`src/rtl/uart_tx.sv`:
```
// rtl/uart_tx.sv - UART transmitter: start, LSB-first data, optional parity, stop
// Every output is registered, so TX_OUT and Busy change only on rising Clk.
module uart_tx #(
  parameter int DATA_WIDTH     = 8,
  parameter int PRESCALE_WIDTH = 6
) (
  input  logic                      Clk,
  input  logic                      Rst,
  input  logic [DATA_WIDTH-1:0]     P_DATA,
  input  logic                      Data_Valid,
  input  logic                      PAR_EN,
  input  logic                      PAR_TYP,
  input  logic [PRESCALE_WIDTH-1:0] Prescale,
  output logic                      TX_OUT,
  output logic                      Busy
);

  localparam int BW = (DATA_WIDTH > 1) ? $clog2(DATA_WIDTH) : 1;
  localparam logic [BW-1:0] LAST_BIT = BW'(DATA_WIDTH - 1);

  localparam logic [2:0] IDLE   = 3'd0;
  localparam logic [2:0] START  = 3'd1;
  localparam logic [2:0] DATA   = 3'd2;
  localparam logic [2:0] PARITY = 3'd3;
  localparam logic [2:0] STOP   = 3'd4;

  logic [2:0]                r_state;
  logic [DATA_WIDTH-1:0]     r_data;
  logic                      r_par_en;
  logic                      r_par_typ;
  logic [PRESCALE_WIDTH-1:0] r_prescale;
  logic [PRESCALE_WIDTH-1:0] r_pcnt;
  logic [BW-1:0]             r_bitcnt;
  logic                      r_tx;
  logic                      r_busy;

  logic                      w_bit_end;
  logic                      w_parity;
  logic [BW-1:0]             w_next_bit;

  // r_prescale is never 0, so P-1 cannot underflow
  assign w_bit_end  = (r_pcnt == (r_prescale - 1'b1));
  assign w_parity   = (^r_data) ^ r_par_typ;
  assign w_next_bit = r_bitcnt + 1'b1;

  assign TX_OUT = r_tx;
  assign Busy   = r_busy;

  always_ff @(posedge Clk) begin
    if (!Rst) begin
      r_state    <= IDLE;
      r_data     <= '0;
      r_par_en   <= 1'b0;
      r_par_typ  <= 1'b0;
      r_prescale <= '0;
      r_pcnt     <= '0;
      r_bitcnt   <= '0;
      r_tx       <= 1'b1;
      r_busy     <= 1'b0;
    end else begin
      case (r_state)
        IDLE: begin
          r_tx     <= 1'b1;
          r_busy   <= 1'b0;
          r_pcnt   <= '0;
          r_bitcnt <= '0;
          if (Data_Valid) begin
            r_data     <= P_DATA;
            r_par_en   <= PAR_EN;
            r_par_typ  <= PAR_TYP;
            r_prescale <= (Prescale == '0) ? PRESCALE_WIDTH'(1) : Prescale;
            r_state    <= START;
            r_tx       <= 1'b0;
            r_busy     <= 1'b1;
          end
        end

        START: begin
          if (w_bit_end) begin
            r_pcnt   <= '0;
            r_bitcnt <= '0;
            r_tx     <= r_data[0];
            r_state  <= DATA;
          end else begin
            r_pcnt <= r_pcnt + 1'b1;
          end
        end

        DATA: begin
          if (w_bit_end) begin
            r_pcnt <= '0;
            if (r_bitcnt == LAST_BIT) begin
              r_bitcnt <= '0;
              if (r_par_en) begin
                r_tx    <= w_parity;
                r_state <= PARITY;
              end else begin
                r_tx    <= 1'b1;
                r_state <= STOP;
              end
            end else begin
              r_bitcnt <= w_next_bit;
              r_tx     <= r_data[w_next_bit];
            end
          end else begin
            r_pcnt <= r_pcnt + 1'b1;
          end
        end

        PARITY: begin
          if (w_bit_end) begin
            r_pcnt  <= '0;
            r_tx    <= 1'b1;
            r_state <= STOP;
          end else begin
            r_pcnt <= r_pcnt + 1'b1;
          end
        end

        STOP: begin
          if (w_bit_end) begin
            r_pcnt  <= '0;
            r_tx    <= 1'b1;
            r_busy  <= 1'b0;
            r_state <= IDLE;
          end else begin
            r_pcnt <= r_pcnt + 1'b1;
          end
        end

        default: begin
          r_state <= IDLE;
          r_pcnt  <= '0;
          r_tx    <= 1'b1;
          r_busy  <= 1'b0;
        end
      endcase
    end
  end

endmodule
```
`config.mk`:
```
export PLATFORM = sky130hd
export DESIGN_NAME = uart_tx
export DESIGN_NICKNAME = d
export VERILOG_FILES = /design/src/rtl/uart_tx.sv
export SDC_FILE = /design/constraint.sdc
export NUM_CORES = 1
export LEC_CHECK = 0
export CAP_MARGIN = 20
export CELL_PAD_IN_SITES_DETAIL_PLACEMENT = 0
export CELL_PAD_IN_SITES_GLOBAL_PLACEMENT = 1
export CORE_UTILIZATION = 35
export CTS_CLUSTER_SIZE = 40
export DETAILED_ROUTE_END_ITERATION = 6
export HOLD_SLACK_MARGIN = 0.05
export PLACE_DENSITY_LB_ADDON = 0.1
export SYNTH_ARGS = -nofsm -noshare
export SYNTH_HDL_FRONTEND = slang
export SYNTH_SLANG_ARGS = --single-unit
```
`constraint.sdc`:
```
create_clock -name Clk -period 5.3 [get_ports Clk]
set_input_delay 0.795 -clock Clk [delete_from_list [all_inputs] [get_ports Clk]]
set_output_delay 0.795 -clock Clk [all_outputs]
set_load 0.005 [all_outputs]
```
Yosys cells after proc, flatten, opt, wreduce, memory -nomap -nowiden
Cells that the tools add are included.
- bits in registers: 30
- latch bits: 0
- memory bits (writable): 0
- memory bits (read-only): 0
- input bits: 19
- output and inout bits: 2
- word-level logic and storage cells: 67
- memories kept: 0
- add/sub/neg operators: 3
- multiply operators: 0
- div/mod/pow operators: 0
- magnitude comparators: 1
- eq/ne operators: 13
- shift-type cells: 0
- mux-type cells: 24
- bitwise operators: 4
- reductions and logical operators: 13
- operator list (operator ; count):
    $mux W3 ; 9
    $pmux W3 S5 ; 1
    $ne A2 B2 Y1 const B ; 6
    $mux W1 ; 9
    $pmux W3 S3 ; 1
    $reduce_xor A8 Y1 ; 1
    $add A6 B1 Y6 const B ; 1
    $eq A3 B2 Y1 const B ; 2
    $eq A3 B3 Y1 const B ; 2
    $eq A6 B6 Y1 ; 1
    $logic_not A6 Y1 ; 1
    $mux W6 ; 1
    $reduce_and A3 Y1 ; 2
    $reduce_and A6 Y1 ; 1
    $reduce_or A3 Y1 ; 2
    $sub A6 B1 Y6 const B ; 1
    $lt A3 B4 Y1 const B ; 1
    $pmux W1 S4 ; 1
    $reduce_and A2 Y1 ; 2
    $reduce_or A4 Y1 ; 1
    $add A3 B1 Y3 const B ; 1
    $bmux W1 S3 ; 1
    $eq A3 B1 Y1 const B ; 1
    $logic_not A3 Y1 ; 1
    6 further kinds ; 8

Logic depth before layout (Yosys ltp)
Gate-level depths: netlist (run 1).
- word-level depth: 6
- mapped depth: 9
- mapped depth without buffers: 8

Worst setup path after synthesis (run 1)
Ideal clock, no wire load.
- path kind: register to register
- start point: register r_prescale[0]
- end point: register r_state[2]
- setup time: 0.070 ns
- data arrival time: 2.013 ns
- path slack: 3.217 ns
- stages on the path, launching flop included: 10
- path buffers: 1
- clock period less this slack: 2.083 ns
- cell sequence: dfxtp_1 inv_1 ha_1 xnor2_1 a211oi_2 nand3_2 or2_1 buf_6 or3_1 a21boi_1
- longest elaborated chain between the ends: 4
- elaborated cells between the ends (all ways): 7
- classes of those cells: add/sub (1); eq/ne (5); reduce/logical (1)
- RTL lines (what ; line ; RTL):
    start: declaration ; 31 ; logic [PRESCALE_WIDTH-1:0] r_prescale;
    start signal: assignment ; 71 ; r_prescale <= (Prescale == '0) ? PRESCALE_WIDTH'(1) : Prescale;
    $sub A6 B1 Y6 (*) ; 42 ; assign w_bit_end = (r_pcnt == (r_prescale - 1'b1));
    $eq A6 B6 Y1 (*) ; 42 ;
    $ne A2 B2 Y1 (no source line) ; -- ;
    $reduce_and A6 Y1 (no source line) (*) ; -- ;
    end signal: assignment ; 51 ; r_state <= IDLE;
    end signal: assignment ; 72 ; r_state <= START;
    end signal: assignment ; 83 ; r_state <= DATA;
    end: declaration ; 27 ; logic [2:0] r_state;
Every way passes the cells marked *; elsewhere a longest branch is shown, timed or not.
A chain may end at the register's enable or synchronous reset.

Worst setup path in the final report (run 1)
Same ends and word-level chain as after synthesis.

==> results of run 1 <==
[Yosys cell counts, drive strengths merged]
cell type / n / area share, %
a2111oi: 1 / 1.7
a211o: 1 / 0.54
a211oi: 1 / 0.77
a21boi: 16 / 7.4
a21oi: 9 / 2.8
a31oi: 1 / 0.38
and2: 5 / 1.9
and3: 2 / 0.77
and4b: 1 / 0.61
buf: 2 / 0.92
clkbuf: 5 / 1.2
dfxtp: 30 / 37
ha: 4 / 3.1
inv: 4 / 0.92
mux2: 1 / 0.69
mux2i: 3 / 1.8
mux4: 2 / 2.8
nand2: 41 / 9.4
nand2b: 6 / 2.3
nand3: 4 / 1.5
nand4b: 1 / 0.54
nor2: 15 / 3.5
nor3: 7 / 2.8
o211ai: 1 / 0.46
o21ai: 4 / 1.2
o22a: 1 / 0.54
o31a: 1 / 0.54
or2: 2 / 0.77
or3: 2 / 0.77
xnor2: 11 / 5.9
xnor3: 1 / 1.4
xor2: 6 / 3.2
[final cells by class]
class	count	area, um2	area share [%]
multi-input cells	150	980	50.1
inverters	4	15.0	0.768
flip-flops and latches	30	601	30.7
clock buffers	6	82.6	4.22
clock inverters	2	12.5	0.640
repair buffers	20	200	10.2
well taps	52	65.1	3.33
[report_power, final]
group | switching, W | internal, W
Combinational | 0.0000390 | 0.0000472
Clock | 0.0000902 | 0.000104
Sequential | 0.0000131 | 0.000236
[layer usage]
metal | up-vias | part of all wire, % | global-route usage (%)
met2 | 31 | 45 | 23.3
met3 | 5 | 3.8 | 3.61
met5 | - | 0 | 0
met1 | 635 | 50 | 21.5
met4 | 0 | 1.5 | 7.33
li1 | 687 | - | -
[worst max-delay path: cells and delay by family, from the launching register on]
kind	cells	cell delay, ns
buffers and inverters	1	0.07
DFF	1	0.43
and+or+nand+nor	3	0.88
AOI/OAI and AO/OA	2	0.34
adders and majority gates	1	0.30
xor gates and xnor gates	1	0.13
[sequential cells by signal, indices dropped and copies added, names as in the netlist]
name,count
r_bitcnt,3
TX_OUT,1
r_par_typ,1
r_prescale,6
r_par_en,1
r_pcnt,6
Busy,1
r_state,3
r_data,8
[cell families (layout without fill, tap and decap cells)]
group                      count (synthesis)  in the layout
buffers and inverters                     11             32
muxes                                      6              6
AOI/OAI and AO/OA                         36             36
and+or+nand+nor                           86             86
DFF                                       30             30
xor gates and xnor gates                  18             18
adders and majority gates                  4              4
[placed cells by master, fill, tap and decap left out, types with 2 or more instances in the layout]
master | netlist | final
sky130_fd_sc_hd__nand2_1 | 41 | 41
sky130_fd_sc_hd__dfxtp_1 | 30 | 30
sky130_fd_sc_hd__clkdlybuf4s50_1 | 0 | 20
sky130_fd_sc_hd__nor2_1 | 15 | 15
sky130_fd_sc_hd__a21boi_0 | 15 | 15
sky130_fd_sc_hd__xnor2_1 | 11 | 11
sky130_fd_sc_hd__a21oi_1 | 9 | 9
sky130_fd_sc_hd__nand2b_1 | 6 | 6
sky130_fd_sc_hd__xor2_1 | 6 | 6
sky130_fd_sc_hd__nor3_1 | 6 | 6
sky130_fd_sc_hd__clkbuf_8 | 0 | 6
sky130_fd_sc_hd__and2_1 | 5 | 5
sky130_fd_sc_hd__inv_1 | 4 | 4
sky130_fd_sc_hd__o21ai_0 | 4 | 4
sky130_fd_sc_hd__ha_1 | 4 | 4
sky130_fd_sc_hd__mux2i_1 | 3 | 3
sky130_fd_sc_hd__nand3_1 | 3 | 3
sky130_fd_sc_hd__and3_1 | 2 | 2
sky130_fd_sc_hd__or3_1 | 2 | 2
sky130_fd_sc_hd__mux4_2 | 2 | 2
[final timing paths]
kind | to | slack (ns) | depth (start not counted)
worst max-delay path | r_state[2]$_SDFFE_PN0P_ | 3.08 | 8
worst min-delay path | Busy$_SDFFE_PN0P_ | 0.45 | 2
worst max register to register | r_state[2]$_SDFFE_PN0P_ | 3.08 | 8
worst min register to register | Busy$_SDFFE_PN0P_ | 0.45 | 2
[per-stage QoR]
step	worst slack [ns]	power [W]	area [um2]	cells	hold slack, ns
floorplan	3.22	0.000311	1630	191	0.437
global placement	2.92	0.000339	1860	256	0.448
detailed placement	2.82	0.000342	1860	256	0.452
CTS	3.06	0.000538	1960	264	0.464
global route	2.91	0.000559	1960	264	0.502
finish	3.08	0.000530	1960	264	0.455
==> flow_summary.json, run 1 <==
{
  "synth-seq-area-share_pct": 36.9,
  "unrepaired_setup_endpoints_after_global_routing": "no",
  "track_usage_pct": 15.7,
  "ff_latch_count_synth": 30,
  "crit_path_start": "r_prescale[0]$_SDFFE_PN0P_",
  "setup.worst_path.class": "reg -> reg",
  "compound_gate_fraction_of_synth_area_pct": 16.3,
  "hold_class": "reg -> reg",
  "cp_data_arrival_time_ns": 2.44,
  "timing.critical_path.cells": "inv_1, ha_1, xnor2_1, a211oi_2, nand3_2, or2_1, or3_1, a21boi_1",
  "synth.lib_cells_used.distinct": 37,
  "timing_max_transition_violations_final": 0,
  "timing_hold_violations_final": 0,
  "cts_setup_buffers": 0,
  "drc": 0,
  "syn-cell-area_um2": 1630,
  "top_level_ports": 21,
  "numCtsBuffers": 5,
  "postSynthCellCount": 191,
  "grt_first_pass_wirelength_um": 6060,
  "die-height_um": 70.2,
  "worst_path_largest_cell_delay_ns": 0.43,
  "synth-adder-area-share_pct": 3.07,
  "max-cap-violations": 0,
  "clkLatencyLatePin_ns": 0.28,
  "cts_repair_resize_count": 0,
  "drtAntennaViolNets": 0,
  "timing.critical_path.fanout_max": 8,
  "dominant_combinational_cell_family_by_area_after_synthesis": "simple AND/OR/NAND/NOR gates",
  "power.density_nw_per_um2": 271,
  "start_kind": "register",
  "antenna_found_initial": 0,
  "setup_viol": 0,
  "start_util_pct": 36.9,
  "yosysWarnings": 0,
  "antenna-diode-count": 0,
  "die-area_um2": 4930,
  "cts_tree": "built",
  "synth_simple_gate_area_share_pct": 25.0,
  "finClkSkew_ns": 0.00246,
  "worst_ir_drop_vdd_uv": 140,
  "syn-num-nets": 214,
  "tightestPinTransition_ns": 0.785,
  "htree_num_levels": 2,
  "detailedRoute.firstIterationViolations": 82,
  "post_dp_hpwl_um": 2600,
  "timing.final.crit_share_pct": 41.9,
  "finalWorstPathRequiredPeriod_ns": 2.22,
  "first_global_vias": 1289,
  "cts_hold_buf": 0,
  "min-delay-start": "Busy$_SDFFE_PN0P_",
  "cts.clk_slew.worst_paths_ns": 0.07,
  "post_route_cells_drive_above_1_share_pct": 7.55,
  "residual_overflow_from_global_routing": 0,
  "ctsLongestPathBuffers": 2,
  "gpl.final_weighted_congestion": 0.726,
  "drt-total-wl_um": 3520,
  "buffer_ports.inserted": 20,
  "parity_gate_share_of_the_synthesized_area_counting_xor_and_xnor_cells_pct": 10.5,
  "critical_path.slowest_cell": "sky130_fd_sc_hd__dfxtp_1",
  "area.growth.synth_to_final_pct": 20.0,
  "vias": 1358,
  "fin_nets": 234,
  "routed_via_density": 5.14,
  "achievable-frequency_mhz": 450,
  "clock-root-buffer": "sky130_fd_sc_hd__clkbuf_8",
  "coreArea_um2": 4410,
  "critPathRequiredTime_ns": 5.52,
  "clock_sink_count": 30,
  "synthesis.area_per_instance_um2": 8.53,
  "largest_net_degree_at_the_start_of_global_routing": 27,
  "utilization_of_the_core_after_routing_pct": 44.3,
  "chipWidth_um": 70.2,
  "timing.setup.tns_ns": 0,
  "fill_cells": 442,
  "routed_wirelength_normalized_by_instance_count_um": 13.3,
  "status": "finished clean",
  "drtPass1Iterations": 4,
  "std_cell_rows": 24,
  "slew-limit-headroom_pct": 47.5,
  "power.leakage_nw": 0.722,
  "timing.critical_path.to_type": "register",
  "r2r_start": "r_prescale[0]$_SDFFE_PN0P_",
  "yosys-mux-area-fraction_pct": 5.30
}
Power figures use the tool's default switching activity.
==> inputs of run 2 (changes only) <==
clock period = 2.2 ns   (was 5.3 ns; I/O delays follow)
==> run 2 against run 1 <==
Effect of this change:
- sequential share of layout area down 0.82 points
- critical path depth unchanged
- fmax up 8.0%
- cell count up 2.3%
- via count down 0.96%
- critical path type unchanged
- critical endpoint is now TX_OUT$_SDFFE_PN1P_
==> flow_summary.json, run 2 (synthesis results as in run 1) <==
{
  "biggestRegsByFlops": "r_data x8, r_pcnt x6, r_prescale x6",
  "clkLatencyLatePin_ns": 0.28,
  "numCtsBuffers": 5,
  "mostFrequentLayoutCell": "sky130_fd_sc_hd__nand2_1",
  "timing_hold_violations_final": 0,
  "cts.clk_slew.worst_paths_ns": 0.06,
  "switching_share_pct": 26.2,
  "finClkSkew_ns": 0.00386,
  "fill_cells": 441,
  "die-area_um2": 4930,
  "timing.critical_path.to_type": "register",
  "slew-limit-headroom_pct": 61.6,
  "vias": 1345,
  "timing.critical_path.fanout_max": 4,
  "achievable-frequency_mhz": 486,
  "grt_first_pass_wirelength_um": 6120,
  "post_dp_hpwl_um": 2710,
  "start_util_pct": 36.9,
  "drt-met1-wl_um": 1750,
  "largest_register_ff_count": 8,
  "residual_overflow_from_global_routing": 0,
  "max-cap-violations": 0,
  "ctsLongestPathBuffers": 2,
  "htree_num_levels": 2,
  "r2r_setup_slack_ns": 0.14,
  "power.density_nw_per_um2": 636,
  "timing.setup.tns_ns": 0,
  "antenna_found_initial": 0,
  "antenna-diode-count": 0,
  "die-height_um": 70.2,
  "status": "finished clean",
  "largest_register": "r_data",
  "setup.worst_path.class": "reg -> reg",
  "drc": 0,
  "gpl.final_weighted_congestion": 0.823,
  "std_cell_rows": 24,
  "largest_net_degree_at_the_start_of_global_routing": 17,
  "cts_tree": "built",
  "hold_slack_ns": 0.455,
  "drtPass1Iterations": 4,
  "multiInputGateArea_um2": 992,
  "layout.cells.most_common_list": "sky130_fd_sc_hd__nand2_1, sky130_fd_sc_hd__dfxtp_1, sky130_fd_sc_hd__clkdlybuf4s50_1",
  "utilization_of_the_core_after_routing_pct": 45.5,
  "post_route_cells_drive_above_1_share_pct": 10.1,
  "layout_setup_ws_ns": 0.143,
  "routed-wl-met3_um": 140,
  "coreArea_um2": 4410,
  "clock-root-buffer": "sky130_fd_sc_hd__clkbuf_8",
  "timing.final.crit_share_pct": 93.5,
  "buffer_ports.inserted": 20,
  "unrepaired_setup_endpoints_after_global_routing": "no",
  "first_global_vias": 1341,
  "area.growth.synth_to_final_pct": 23.3,
  "timing_max_transition_violations_final": 0,
  "fin_nets": 240,
  "worst_ir_drop_vdd_uv": 244,
  "start_kind": "register",
  "hold_class": "reg -> reg",
  "power.leakage_nw": 0.749,
  "combinational_power_share_pct": 17.3,
  "routed_wirelength_normalized_by_instance_count_um": 13.2,
  "top_level_ports": 21,
  "setup_viol": 0,
  "chipWidth_um": 70.2,
  "internal_power_w": 0.000943,
  "register_area_um2": 601,
  "clock_sink_count": 30,
  "drt-total-wl_um": 3570,
  "p_seq_share_pct": 46.8,
  "dp_slack_ns": 0.0325,
  "critPathRequiredTime_ns": 2.37,
  "cp_data_arrival_time_ns": 2.22,
  "clock_power_share_pct": 36.0,
  "track_usage_pct": 16.2,
  "detailedRoute.firstIterationViolations": 36,
  "met2_length_um": 1610,
  "routed_via_density": 4.98,
  "p_switching_w": 0.000335,
  "drtAntennaViolNets": 0,
  "tightestPinTransition_ns": 0.574,
  "finalWorstPathRequiredPeriod_ns": 2.06,
  "highest_layer": "met4"
}
## run 2: path summary, 6_finish.rpt
| path | depth (start not counted) | from | to |
|---|---|---|---|
| setup / recovery | 8 | r_bitcnt[0]$_SDFFE_PN0P_ | TX_OUT$_SDFFE_PN1P_ |
| hold / removal | 2 | Busy$_SDFFE_PN0P_ | Busy$_SDFFE_PN0P_ |
| setup reg to reg | 8 | r_bitcnt[0]$_SDFFE_PN0P_ | TX_OUT$_SDFFE_PN1P_ |
| hold reg to reg | 2 | Busy$_SDFFE_PN0P_ | Busy$_SDFFE_PN0P_ |
## run 2: area by class of cell
class / count / area share, %
tap: 52 / 3.24
multi-input combinational: 150 / 49.4
clock buffer: 7 / 4.30
sequential: 30 / 29.9
timing repair buffer: 26 / 12.2
inverter: 4 / 0.747
clock inverter: 1 / 0.249
## run 2: worst max-delay path: stages (launching register included)
cell and delay, ns:
sky130_fd_sc_hd__dfxtp_1 0.36, sky130_fd_sc_hd__ha_4 0.18, sky130_fd_sc_hd__ha_1 0.33, sky130_fd_sc_hd__mux4_2 0.32
sky130_fd_sc_hd__mux2_2 0.27, sky130_fd_sc_hd__o21ai_0 0.15, sky130_fd_sc_hd__a31oi_1 0.07, sky130_fd_sc_hd__nor3_1 0.17
sky130_fd_sc_hd__a21oi_1 0.09
## run 2: stage by stage
| step | instances | instance area, um2 | power, W |
|---|---|---|---|
| after floorplan | 191 | 1630 | 0.000750 |
| after global placement | 262 | 1910 | 0.000828 |
| after detailed placement | 262 | 1910 | 0.000833 |
| after CTS | 270 | 2000 | 0.00130 |
| after global routing | 270 | 2010 | 0.00136 |
| final | 270 | 2010 | 0.00128 |
## run 2: layer usage
| layer | track usage [%] | up-vias |
|---|---|---|
| li1 | - | 701 |
| met1 | 20.7 | 608 |
| met2 | 24.9 | 29 |
| met3 | 4.91 | 7 |
| met4 | 7.33 | 0 |
| met5 | 0 | - |
## run 2: timing repair
action	CTS	global route
setup buffers	0	0
resized for setup	0	2
setup endpoints to repair	0	1
hold buffers	0	0
## run 2: power by group through the flow
| stage | combinational (W) | clock (W) | sequential, W |
|---|---|---|---|
| global route | 0.000247 | 0.000508 | 0.000602 |
| global placement | 0.000218 | 0 | 0.000610 |
| detailed placement | 0.000223 | 0 | 0.000611 |
| finish | 0.000221 | 0.000460 | 0.000598 |
| CTS | 0.000224 | 0.000482 | 0.000598 |
| floorplan | 0.000147 | 0 | 0.000603 |
